File: src/rtl/var_loader.sv
// Streams i_nwords words from a valid-qualified input into consecutive SRAM addresses,
// then reports the variable size trimmed of its most-significant zero words.
module var_loader #(
   parameter int ADRBW = 20,
   parameter int WRDBW = 16,
   parameter int VARBW = 16
) (
   input  logic             i_clk,
   input  logic             i_rst_n,
   input  logic             i_start,
   input  logic [ADRBW-1:0] i_base_addr,
   input  logic [VARBW-1:0] i_nwords,
   input  logic [WRDBW-1:0] i_data,
   input  logic             i_data_valid,
   output logic             o_data_ready,
   output logic             o_wen,
   output logic [ADRBW-1:0] o_addr,
   output logic [WRDBW-1:0] o_wdata,
   output logic [VARBW-1:0] o_varsize,
   output logic             o_busy,
   output logic             o_done
);

   typedef enum logic [1:0] {S_IDLE, S_LOAD, S_FIN} state_t;

   state_t           r_state;
   state_t           w_state_nxt;
   logic [ADRBW-1:0] r_base;
   logic [VARBW-1:0] r_nwords;
   logic [VARBW-1:0] r_count;
   logic [VARBW-1:0] r_last_nz;
   logic             r_any_nz;
   logic [VARBW-1:0] r_varsize;

   logic             w_accept;
   logic             w_last;
   logic             w_nz;
   logic             w_start;

   assign w_accept = i_data_valid & (r_state == S_LOAD);
   assign w_last   = (r_count == (r_nwords - VARBW'(1)));
   assign w_nz     = (i_data != '0);
   assign w_start  = i_start & (r_state == S_IDLE);

   always_ff @(posedge i_clk or negedge i_rst_n) begin
      if (!i_rst_n) begin
         r_state <= S_IDLE;
      end else begin
         r_state <= w_state_nxt;
      end
   end

   always_comb begin
      w_state_nxt  = r_state;
      o_data_ready = 1'b0;
      o_busy       = 1'b0;
      o_done       = 1'b0;
      case (r_state)
         S_IDLE: begin
            if (i_start) begin
               w_state_nxt = (i_nwords == '0) ? S_FIN : S_LOAD;
            end
         end
         S_LOAD: begin
            o_data_ready = 1'b1;
            o_busy       = 1'b1;
            if (w_accept && w_last) begin
               w_state_nxt = S_FIN;
            end
         end
         S_FIN: begin
            o_busy      = 1'b1;
            o_done      = 1'b1;
            w_state_nxt = S_IDLE;
         end
         default: begin
            w_state_nxt = S_IDLE;
         end
      endcase
   end

   // Write port is purely combinational so the SRAM sees the word in its accept cycle.
   assign o_wen     = w_accept;
   assign o_addr    = w_accept ? (r_base + ADRBW'(r_count)) : '0;
   assign o_wdata   = w_accept ? i_data : '0;
   assign o_varsize = r_varsize;

   always_ff @(posedge i_clk or negedge i_rst_n) begin
      if (!i_rst_n) begin
         r_base    <= '0;
         r_nwords  <= '0;
         r_count   <= '0;
         r_last_nz <= '0;
         r_any_nz  <= 1'b0;
         r_varsize <= '0;
      end else if (w_start) begin
         r_base    <= i_base_addr;
         r_nwords  <= i_nwords;
         r_count   <= '0;
         r_last_nz <= '0;
         r_any_nz  <= 1'b0;
         if (i_nwords == '0) begin
            r_varsize <= '0;
         end
      end else if (w_accept) begin
         r_count <= r_count + VARBW'(1);
         if (w_nz) begin
            r_last_nz <= r_count;
            r_any_nz  <= 1'b1;
         end
         // Size is resolved on the final accept so it lands as FIN is entered.
         if (w_last) begin
            if (w_nz) begin
               r_varsize <= r_count + VARBW'(1);
            end else if (r_any_nz) begin
               r_varsize <= r_last_nz + VARBW'(1);
            end else begin
               r_varsize <= VARBW'(1);
            end
         end
      end
   end

endmodule

File: config.mk
export PLATFORM = sky130hd
export DESIGN_NAME = var_loader
export DESIGN_NICKNAME = d
export VERILOG_FILES = /design/src/rtl/var_loader.sv
export SDC_FILE = /design/constraint.sdc
export NUM_CORES = 1
export LEC_CHECK = 0
export CAP_MARGIN = 20
export CORE_ASPECT_RATIO = 0.8
export CORE_MARGIN = 1
export CORE_UTILIZATION = 40
export CTS_CLUSTER_SIZE = 40
export DETAILED_ROUTE_END_ITERATION = 7
export GPL_TIMING_DRIVEN = 0
export PLACE_DENSITY_LB_ADDON = 0.15
export SETUP_SLACK_MARGIN = 0.3
export SLEW_MARGIN = 20
export SYNTH_ARGS = -nofsm -noshare
export SYNTH_HDL_FRONTEND = slang
export SYNTH_SLANG_ARGS = --single-unit
File: constraint.sdc
create_clock -name i_clk -period 5.8 [get_ports i_clk]
set_clock_uncertainty 0.15 [all_clocks]
set_input_delay 0.58 -clock i_clk [delete_from_list [all_inputs] [get_ports i_clk]]
set_output_delay 0.58 -clock i_clk [all_outputs]
set_load 0.03 [all_outputs]
Word-level counts from Yosys, hierarchy flattened
Cells that the tools add are included.
- register bits after elaboration: 87
- bits of input ports: 56
- output and inout port bits: 56
- logic and storage cells: 53
- $add $sub $neg: 4
- eq/ne operators: 6
- multiplexer cells: 23
- bitwise logic cells: 2
- reduce and logical (&&, ||, !) cells: 11
- operators with widths (cell ; count):
    two-way mux 16 bit ; 12
    adder 16 x 1 -> 16 bit, second input constant ; 2
    adder 20 x 16 -> 20 bit ; 1
    two-way mux 20 bit ; 1
    equality test 16 bit ; 1
    logical NOT 16 bit ; 1
    nonzero test 16 bit ; 1
    subtractor 16 x 1 -> 16 bit, second input constant ; 1
    two-way mux 1 bit ; 6
    two-way mux 2 bit ; 3
    nonzero test 2 bit ; 3
    inequality test 2 x 1 -> 1 bit, second input constant ; 2
    one-hot mux 2 bit (2 select lines) ; 1
    AND reduction 2 bit ; 2
    AND reduction 3 bit ; 1
    bitwise AND 1 bit ; 2
    equality test 2 x 1 -> 1 bit, second input constant ; 1
    equality test 2 bit, second input constant ; 1
    logical NOT 2 bit ; 1
    inequality test 2 bit, second input constant ; 1
    OR reduction 2 bit ; 1
    logical AND 1 bit ; 1

Longest topological paths before layout
- depth after elaboration: 6
- mapped depth: 11
- mapped depth without buffers: 9

Worst setup path after synthesis
OpenSTA, ideal clock, no wires.
- kind: register to output
- start point: reg r_count[0]
- end point: out o_addr[12]
- arrival time: 2571 ps
- data required time: 5070 ps
- setup slack: 2499 ps
- stages on the path, launching flop included: 10
- path buffers: 0
- path through: dfrtp_1 ha_1 fa_1 a21o_1 a21oi_1 o21ai_0 a21boi_0 o21ai_0 xnor2_1 nor2_1
- longest elaborated chain between the ends: 2
- ends and longest elaborated chain (item ; line ; text):
    from (decl) ; 30 ; logic [VARBW-1:0] r_count;
    from (signal assigned) ; 106 ; r_count <= r_count + VARBW'(1);
    adder 20 x 16 -> 20 bit ; 84 ; assign o_addr = w_accept ? (r_base + ADRBW'(r_count)) : '0;
    two-way mux 20 bit ; 84 ;
    to (decl) ; 17 ; output logic [ADRBW-1:0] o_addr,
No other way between the ends.

Final worst setup path
- start point: reg r_count[1]
- end point: out o_addr[19]
Same word-level chain as after synthesis.

==> impl_metrics.json <==
{
  "grt_use_met3_pct": 5.25,
  "grt_use_met1_pct": 32.8,
  "synth_cell_types": 58,
  "overflow": 0,
  "cts_sinks": 87,
  "nNetsFinal": 965,
  "setup_viol": 0,
  "syn_nets": 842,
  "grt_pass1_wl_mm": 29.0,
  "antenna_cells": 0,
  "clk_pin_slew_ns": 0.06,
  "relSlewSlack_pct": 45.7,
  "startpoint": "r_count[1]",
  "setup_slack_ns": 1.24,
  "start_util_pct": 41.5,
  "maxCapViolCount": 0,
  "grt_pass1_vias": 5628,
  "syn_avg_cell_area_sq_um": 7.88,
  "path_max_fanout": 8,
  "top_usage_layer": "met2",
  "routed_via_density": 5.59,
  "rows": 39,
  "wl_per_cell_microns": 16.3,
  "yosys_warnings": 0,
  "final.min_clock_period_ns": 4.56,
  "start_kind": "flop",
  "core-area_sq_um": 14500,
  "track_usage_pct": 23.7,
  "vias": 5993,
  "antenna_found_initial": 0,
  "ys_seq_elements": 87,
  "worstPathArrival_ns": 3.83,
  "die-area_sq_um": 15500,
  "cts_inserted_buffers": 9,
  "drc": 13,
  "maxSlewViolCount": 0,
  "crit_required_ns": 5.07,
  "gp_congestion": 0.937,
  "postCtsSetupBuffers": 0,
  "leakage_nw": 3.15,
  "detail_route.iter0.violations": 425,
  "ctsHoldBuffers": 0,
  "synth_edf_count": 0,
  "hold_violations": 0,
  "tns_ns": 0,
  "violations": "DRC",
  "critPathCaptureType": "primary output",
  "worstSkewPairLatency_ns": 0.35,
  "grt_max_degree": 59,
  "tightest_slew_ns": 0.803,
  "yosys.area.top_type": "dfrtp_1",
  "yosysSeqAreaShare_pct": 36.2,
  "cts_buffer_depth": 2,
  "r2r_start": "r_nwords[0]",
  "dp_hpwl_mm": 13.7,
  "syn_inst": 763,
  "firstDrtPassIters": 8,
  "cts-root-buf": "clkbuf_16",
  "post_cts_resized": 0,
  "cts_tree": "yes",
  "dieWidth_microns": 139,
  "fill_cells": 1354,
  "dp_slack_ns": 1.66,
  "path_class": "flop to primary output",
  "die_h_microns": 112,
  "layout_commonest_cell": "nand2_1",
  "io_buffer_count": 111,
  "async_reset_ff_share_pct": 100,
  "synth-main-ff-cell": "dfrtp_1",
  "antenna_left": 0,
  "fin_crit_sh_pct": 78.5,
  "yosysTopAreaCellShare_pct": 36.2,
  "syn_area_sq_um": 6010,
  "ios": 112,
  "status": "finished with violations",
  "powerDensity_nw_per_um2": 362,
  "layout_common_cells": "195 x nand2_1, 110 x clkdlybuf4s50_1, 87 x dfrtp_1",
  "hold-worst-slack_ns": 0.0117,
  "cts-htree-levels": 3,
  "flow.area_growth_from_synthesis_pct": 26.8,
  "layout-drive-gt1-share_pct": 2.92,
  "synthTopCellsByArea": "dfrtp_1 36%, nand2_1 12%, xnor2_1 7.1%",
  "max-vdd-ir-drop_mv": 0.169,
  "rsz0062_at_grt": "false",
  "hold_class": "input port to async pin",
  "grtUsageMet2_pct": 37.7,
  "drt-total-wl_mm": 17.5,
  "fmax_mhz": 220
}
-- routing by layer --
layer,wire [microns],vias to the layer above
met1,8370,2908
met4,195,0
met3,1060,18
li1,-,2887
met2,7910,180
met5,0,-
-- Yosys cell counts, drive strengths merged (18+ instances only) --
cell	instances
nand2	195
nor2	56
o21ai	18
clkbuf	43
a21oi	31
xnor2	49
ha	22
dfrtp	87
and3	24
o211ai	19
xor2	25
nand3	38
o22ai	18
-- final timing paths --
kind	endpoint	slack [ns]	cells past startpoint
max	o_addr[19]	1.24	9
min	r_base[4]	0.01	1
max reg2reg	o_varsize[10]	2.24	10
min reg2reg	r_base[15]	0.34	2
max in group asynchronous	r_nwords[0]	4.86	2
min in group i_clk	r_base[15]	0.34	2
-- flip-flops by register name (all words and copies together), names as in the netlist --
signal / flops
o_varsize: 16
r_count: 16
r_base: 20
r_any_nz: 1
r_nwords: 16
r_state: 2
r_last_nz: 16
-- cells by family after synthesis --
group                      synth area share, %
muxes                                    0.167
DFF                                       36.2
xor gates and xnor gates                  10.8
adders and majority gates                 4.91
AOI/OAI and AO/OA                         13.3
and+or+nand+nor                           30.4
buffers and inverters                     4.23
-- where the power goes --
part | internal, mW | total (mW) | switching [mW]
logic | 0.506 | 1.32 | 0.818
registers | 0.756 | 0.918 | 0.163
clock network | 0.284 | 0.516 | 0.232
total | 1.55 | 2.76 | 1.21
-- cell type report --
type / count / area (sq um) / share of cell area [%]
sequential: 87 / 2180 / 28.6
tap: 184 / 230 / 3.02
inverter: 13 / 48.8 / 0.640
clock inverter: 2 / 10.0 / 0.131
buffer: 51 / 205 / 2.69
timing repair buffer: 112 / 1140 / 14.9
multi-input combinational: 612 / 3580 / 47.0
clock buffer: 12 / 236 / 3.10
-- critical path, cell delays in order (launching register included) --
cell and delay [ns]:
dfrtp_1 0.60, ha_1 0.32, a21o_1 0.16, a21o_1 0.21, a211oi_1 0.36, nor2_1 0.15, a221oi_1 0.67, nand4b_1 0.17
o211ai_1 0.13, clkdlybuf4s50_1 0.71
-- stage by stage --
step	total power, mW	cells	util, %	area [sq um]
6_report	2.76	1073	52.6	7620
5_1_grt	2.97	1073	52.6	7620
4_1_cts	2.77	1073	52.6	7620
3_5_place_dp	2.24	1059	50.9	7380
3_3_place_gp	2.20	1058	50.7	7350
2_1_floorplan	1.80	763	-	6010
Note: power is estimated with default switching activity, not from simulation.
